`config.mk`:
```
export PLATFORM = sky130hd
export DESIGN_NAME = path_sequencer
export DESIGN_NICKNAME = d
export VERILOG_FILES = /design/src/rtl/path_sequencer.sv
export SDC_FILE = /design/constraint.sdc
export NUM_CORES = 1
export LEC_CHECK = 0
export BUFFER_PORTS_ARGS = -buffer_cell sky130_fd_sc_hd__buf_2
export CAP_MARGIN = 20
export CORE_MARGIN = 1.5
export CORE_UTILIZATION = 49
export CTS_CLUSTER_DIAMETER = 120
export DETAILED_ROUTE_END_ITERATION = 7
export MAX_ROUTING_LAYER = met4
export PLACE_DENSITY_LB_ADDON = 0.3
export SYNTH_ARGS = -nofsm -noshare
export SYNTH_HDL_FRONTEND = slang
export SYNTH_SLANG_ARGS = --single-unit
export TNS_END_PERCENT = 1
```
`constraint.sdc`:
```
create_clock -name clk -period 2.45 [get_ports clk]
set_clock_uncertainty 0.05 [all_clocks]
set_input_delay 0.1225 -clock clk [delete_from_list [all_inputs] [get_ports clk]]
set_output_delay 0.1225 -clock clk [all_outputs]
set_load 0.005 [all_outputs]
```
`src/rtl/path_sequencer.sv`:
```
// rtl/path_sequencer.sv - CPU-loaded path buffer dispatching node IDs over valid/ready
module path_sequencer #(
    parameter int          MAX_NODES  = 16,
    parameter int          NODE_W     = 5,
    parameter logic [31:0] NODE_ADR   = 32'h0200_0008,
    parameter logic [31:0] CTRL_ADR   = 32'h0200_000C,
    parameter logic [31:0] STATUS_ADR = 32'h0200_0010
) (
    input  logic              clk,
    input  logic              reset,
    input  logic              MemWrite,
    input  logic [31:0]       DataAdr,
    input  logic [31:0]       WriteData,
    output logic [31:0]       ReadData,
    output logic [NODE_W-1:0] node_id,
    output logic              node_valid,
    input  logic              node_ready,
    output logic              node_last,
    output logic              busy,
    output logic              path_done,
    output logic              overflow
);

    localparam int PTR_W = $clog2(MAX_NODES);
    localparam int CNT_W = PTR_W + 1;

    typedef enum logic [1:0] {
        S_LOAD = 2'd0,
        S_RUN  = 2'd1,
        S_DONE = 2'd2
    } state_e;

    state_e              state_q;
    logic [CNT_W-1:0]    count_q;
    logic [PTR_W-1:0]    rd_ptr_q;
    logic                overflow_q;
    logic                node_valid_q;
    logic                node_last_q;
    logic                busy_q;
    logic                path_done_q;
    logic [NODE_W-1:0]   node_id_q;
    logic [NODE_W-1:0]   buf_q [MAX_NODES];

    logic                node_wr;
    logic                ctrl_wr;
    logic                commit;
    logic                abort;
    logic                buf_full;
    logic                handshake;
    logic [PTR_W-1:0]    rd_ptr_inc;
    logic [CNT_W-1:0]    last_idx;
    logic [31:0]         status_word;

    assign node_wr    = MemWrite && (DataAdr == NODE_ADR);
    assign ctrl_wr    = MemWrite && (DataAdr == CTRL_ADR);
    // The full data word is compared so that e.g. 0x101 is not mistaken for a commit
    assign commit     = ctrl_wr && (WriteData == 32'd1);
    assign abort      = ctrl_wr && (WriteData == 32'd2);
    assign buf_full   = (count_q == CNT_W'(MAX_NODES));
    assign handshake  = node_valid_q && node_ready;
    assign rd_ptr_inc = rd_ptr_q + PTR_W'(1);
    assign last_idx   = count_q - CNT_W'(1);

    // Path storage: nodes are appended only while loading and not yet full
    always_ff @(posedge clk) begin
        if (state_q == S_LOAD && node_wr && !buf_full) begin
            buf_q[count_q[PTR_W-1:0]] <= WriteData[NODE_W-1:0];
        end
    end

    // Load/run/done sequencer with all dispatch outputs registered
    always_ff @(posedge clk) begin
        if (reset) begin
            state_q      <= S_LOAD;
            count_q      <= '0;
            rd_ptr_q     <= '0;
            overflow_q   <= 1'b0;
            node_valid_q <= 1'b0;
            node_last_q  <= 1'b0;
            busy_q       <= 1'b0;
            path_done_q  <= 1'b0;
            node_id_q    <= '0;
        end else if (abort) begin
            // Abort wins over a handshake in the same cycle: no DONE, no pulse
            state_q      <= S_LOAD;
            count_q      <= '0;
            rd_ptr_q     <= '0;
            overflow_q   <= 1'b0;
            node_valid_q <= 1'b0;
            node_last_q  <= 1'b0;
            busy_q       <= 1'b0;
            path_done_q  <= 1'b0;
        end else begin
            path_done_q <= 1'b0;
            case (state_q)
                S_LOAD: begin
                    if (node_wr) begin
                        if (buf_full) begin
                            overflow_q <= 1'b1;
                        end else begin
                            count_q <= count_q + CNT_W'(1);
                        end
                    end else if (commit) begin
                        rd_ptr_q <= '0;
                        if (count_q != '0) begin
                            state_q      <= S_RUN;
                            busy_q       <= 1'b1;
                            node_valid_q <= 1'b1;
                            node_id_q    <= buf_q[0];
                            node_last_q  <= (count_q == CNT_W'(1));
                        end else begin
                            state_q     <= S_DONE;
                            path_done_q <= 1'b1;
                        end
                    end
                end
                S_RUN: begin
                    if (node_wr) begin
                        overflow_q <= 1'b1;
                    end
                    if (handshake) begin
                        if (node_last_q) begin
                            state_q      <= S_DONE;
                            busy_q       <= 1'b0;
                            node_valid_q <= 1'b0;
                            node_last_q  <= 1'b0;
                            path_done_q  <= 1'b1;
                        end else begin
                            // Preload the following node so accepts can go back to back
                            rd_ptr_q    <= rd_ptr_inc;
                            node_id_q   <= buf_q[rd_ptr_inc];
                            node_last_q <= ({1'b0, rd_ptr_inc} == last_idx);
                        end
                    end
                end
                S_DONE: begin
                    state_q  <= S_LOAD;
                    count_q  <= '0;
                    rd_ptr_q <= '0;
                end
                default: begin
                    state_q <= S_LOAD;
                end
            endcase
        end
    end

    // Status word, visible only when the status address is presented
    always_comb begin
        status_word        = '0;
        status_word[0]     = busy_q;
        status_word[1]     = overflow_q;
        status_word[2]     = (state_q == S_DONE);
        status_word[12:8]  = 5'(count_q);
        status_word[20:16] = 5'(rd_ptr_q);
        ReadData           = (DataAdr == STATUS_ADR) ? status_word : 32'd0;
    end

    assign node_id    = node_id_q;
    assign node_valid = node_valid_q;
    assign node_last  = node_last_q;
    assign busy       = busy_q;
    assign path_done  = path_done_q;
    assign overflow   = overflow_q;

endmodule

```
==> qor.yml <==
timing:
  slew_violations: 0
  rsz0062_at_grt: "false"
  tns_ps: 0
  fin_crit_sh_pct: 93.87
  whs_ps: 90.61
  period_needed_ps: 2300
  hold_viol_final: 0
  setup_viol: 0
  fmax_ghz: 0.4348
logic_synthesis:
  syn_inst: 352
  synth-main-ff-cell: "edfxtp_1"
  synth-xor-area-share_pct: 1.999
  synth-compound-area-share_pct: 6.464
  ys_ff_latch: 100
  syn_area_per_cell_um2: 13.69
  synth_mux_area_share_pct: 11.63
  synth-edff-count: 80
  synth-adder-area-share_pct: 1.558
  synth-simple-area-share_pct: 15.26
  syn_area_um2: 4820
  synth_warnings: 0
  synth_top_family_by_area: "simple AND/OR/NAND/NOR gates"
  yosysUniqueCellTypes: 54
  ys_seq_area_share_pct: 58.15
  synth_async_sr_flop_share_pct: 0
placement:
  dp_hpwl_um: 8639
  place_congestion: 0.8126
  placed_cell_area_um2: 5570
  port_buffers: 89
floorplanning:
  initial_core_util_pct: 50.00
  ioPinCount: 110
  die_h_um: 102.2
  core_area_um2: 9639
  die_w_um: 102.2
  rows: 36
  die-area_um2: 10440
routing:
  antenna_left: 0
  wl_um: 11640
  drc: 0
  vias: 3349
  drt_first_iter_violations: 202
  post_drt_wl_per_cell_um: 19.12
  drtPass1Iterations: 4
  vias_per_cell: 5.499
final_layout:
  antennaDiodeCount: 0
  nNetsFinal: 545
  drive_gt1_share_pct: 38.45
  n_fill_cell: 809
  synthToLayoutAreaGrowth_pct: 21.16
  layout_commonest_cell: "buf_2"
  stdcell_area_um2: 5839
  final_cell_mix: "buf_2 (89), edfxtp_1 (80), buf_4 (33)"
pwr:
  leakage_nw: 2.273
  ir_drop_mv: 0.3597
  p_per_area_nw_per_um2: 537.5
critical_path:
  slowest_stage: "or4b_2"
  crit_required_ps: 2650
  worst_path_largest_cell_delay_ps: 600
  crit_arrival_ps: 2500
  critPathKind: "reg2reg"
  cp_cell_sequence: "inv_1 -> ha_2 -> or4b_2 -> o211ai_1 -> nor4_1 -> a21o_2 -> buf_4 -> a21oi_1 -> a211oi_2"
  critical_path.max_fanout: 4
  startpoint_type: "flop"
  worstSetupEndpointType: "flop"
clocking:
  htree_levels: 3
  cts_made_buffers: 9
  insertion_delay_ps: 360
  cts.sinks: 100
  clockBufferDepth: 2
  cts_tree: "built"
  clk_pin_slew_worst_paths_ps: 100
  cts_root_buf: "clkbuf_8"
flow_run:
  cap_violations: 0
global_route:
  grt_max_degree: 26
  grt_pass1_wl_um: 16950
  grt_overflow: 0
  antenna_found_initial: 0
  grt_use_total_pct: 23.47
  first_global_vias: 3212
status:
  status: "finished, final reports clean"
hold_path:
  hold_path_class: "in2reg"
[Yosys cell counts, types with 2 or more instances]
library cell	n	share of area [%]
a211oi_1	5	0.78
a21o_2	2	0.36
a21oi_1	17	1.8
a31oi_1	3	0.39
and2_1	12	1.6
and2_2	2	0.31
and3_1	10	1.3
buf_2	4	0.42
buf_4	21	3.3
clkbuf_1	10	0.78
dfxtp_1	20	8.3
edfxtp_1	80	50
ha_1	6	1.6
inv_1	4	0.31
mux2i_1	11	2.3
mux4_2	20	9.3
nand2_1	11	0.86
nand2b_1	5	0.65
nand3_1	5	0.52
nand3b_1	2	0.31
nand4_1	4	0.52
nor2_1	15	1.2
nor2b_1	3	0.39
nor3_1	10	1.0
nor3b_1	4	0.62
nor4_1	12	1.6
nor4_2	3	0.78
nor4b_1	3	0.55
o211ai_1	3	0.47
o21ai_0	4	0.42
o22ai_1	5	0.65
or2_2	2	0.26
or3_1	3	0.39
or4_1	2	0.31
xnor2_1	5	0.91
xor2_1	6	1.1
[per-stage QoR]
step                      cells  power [mW]  utilization [%]  setup slack (ps)
after global routing        609       3.243            60.58             31.28
after detailed placement    591       1.979            57.79             26.71
after floorplan             371       1.911                -             11.12
final                       609       3.139            60.58             150.3
after CTS                   608       3.162            60.29             47.08
after global placement      591       1.976            57.79             46.07
[repair_timing]
action,CTS,global route
resized for setup,0,8
hold endpoints to repair,5,0
hold buffers,1,0
setup endpoints to repair,0,5
buffers inserted,0,1
[sequential cells by signal, indices dropped and copies added (netlist names)]
register	count
buf_q	80
count_q	5
node_id	5
rd_ptr_q	4
state_q	2
busy	1
node_last	1
overflow	1
path_done	1
[power breakdown]
group	total (mW)	switching, mW	internal [mW]
logic	0.115	0.0654	0.0491
registers	1.83	0.0000000000103	1.83
clock network	1.20	0.581	0.616
total	3.14	0.646	2.49
[cell families (layout without fill, tap and decap cells)]
logic type | count (synthesis) | after routing
simple gates | 116 | 116
flops | 100 | 100
compound gates | 47 | 47
buf+inv | 40 | 145
mux | 31 | 31
xor+xnor | 11 | 11
fa+ha+maj | 6 | 6
other cells | 1 | 20
[layout make-up]
class | count | area (µm²) | area share (%)
clock buffers | 10 | 137.6 | 2.357
clock inverters | 6 | 93.84 | 1.607
inverters | 4 | 15.01 | 0.2571
multi-input cells | 231 | 1881 | 32.20
flip-flops and latches | 100 | 2803 | 48.00
well taps | 133 | 166.4 | 2.850
repair buffers | 125 | 743.2 | 12.73
[path summary, 6_finish.rpt]
kind | to | slack, ps | from | cells past startpoint
setup / recovery | node_id[0] | 150 | count_q[0] | 9
hold / removal | busy | 90 | node_ready | 4
setup reg to reg | node_id[0] | 150 | count_q[0] | 9
hold reg to reg | rd_ptr_q[3] | 470 | rd_ptr_q[3] | 2
[worst max-delay path, delay by kind of cell (launching register included)]
kind            cells  cell delay, ps
simple gates        2             690
compound gates      4             720
buf+inv             2             220
flops               1             320
fa+ha+maj           1             180
[layer usage]
metal,share of wire (%),up-vias,GRT usage [%]
met4,2.8,0,9.378
met3,6.5,19,3.078
li1,-,1569,-
met2,51,136,40.50
met1,39,1625,27.97
met5,0,-,-
Note: power is estimated with default switching activity, not from simulation.
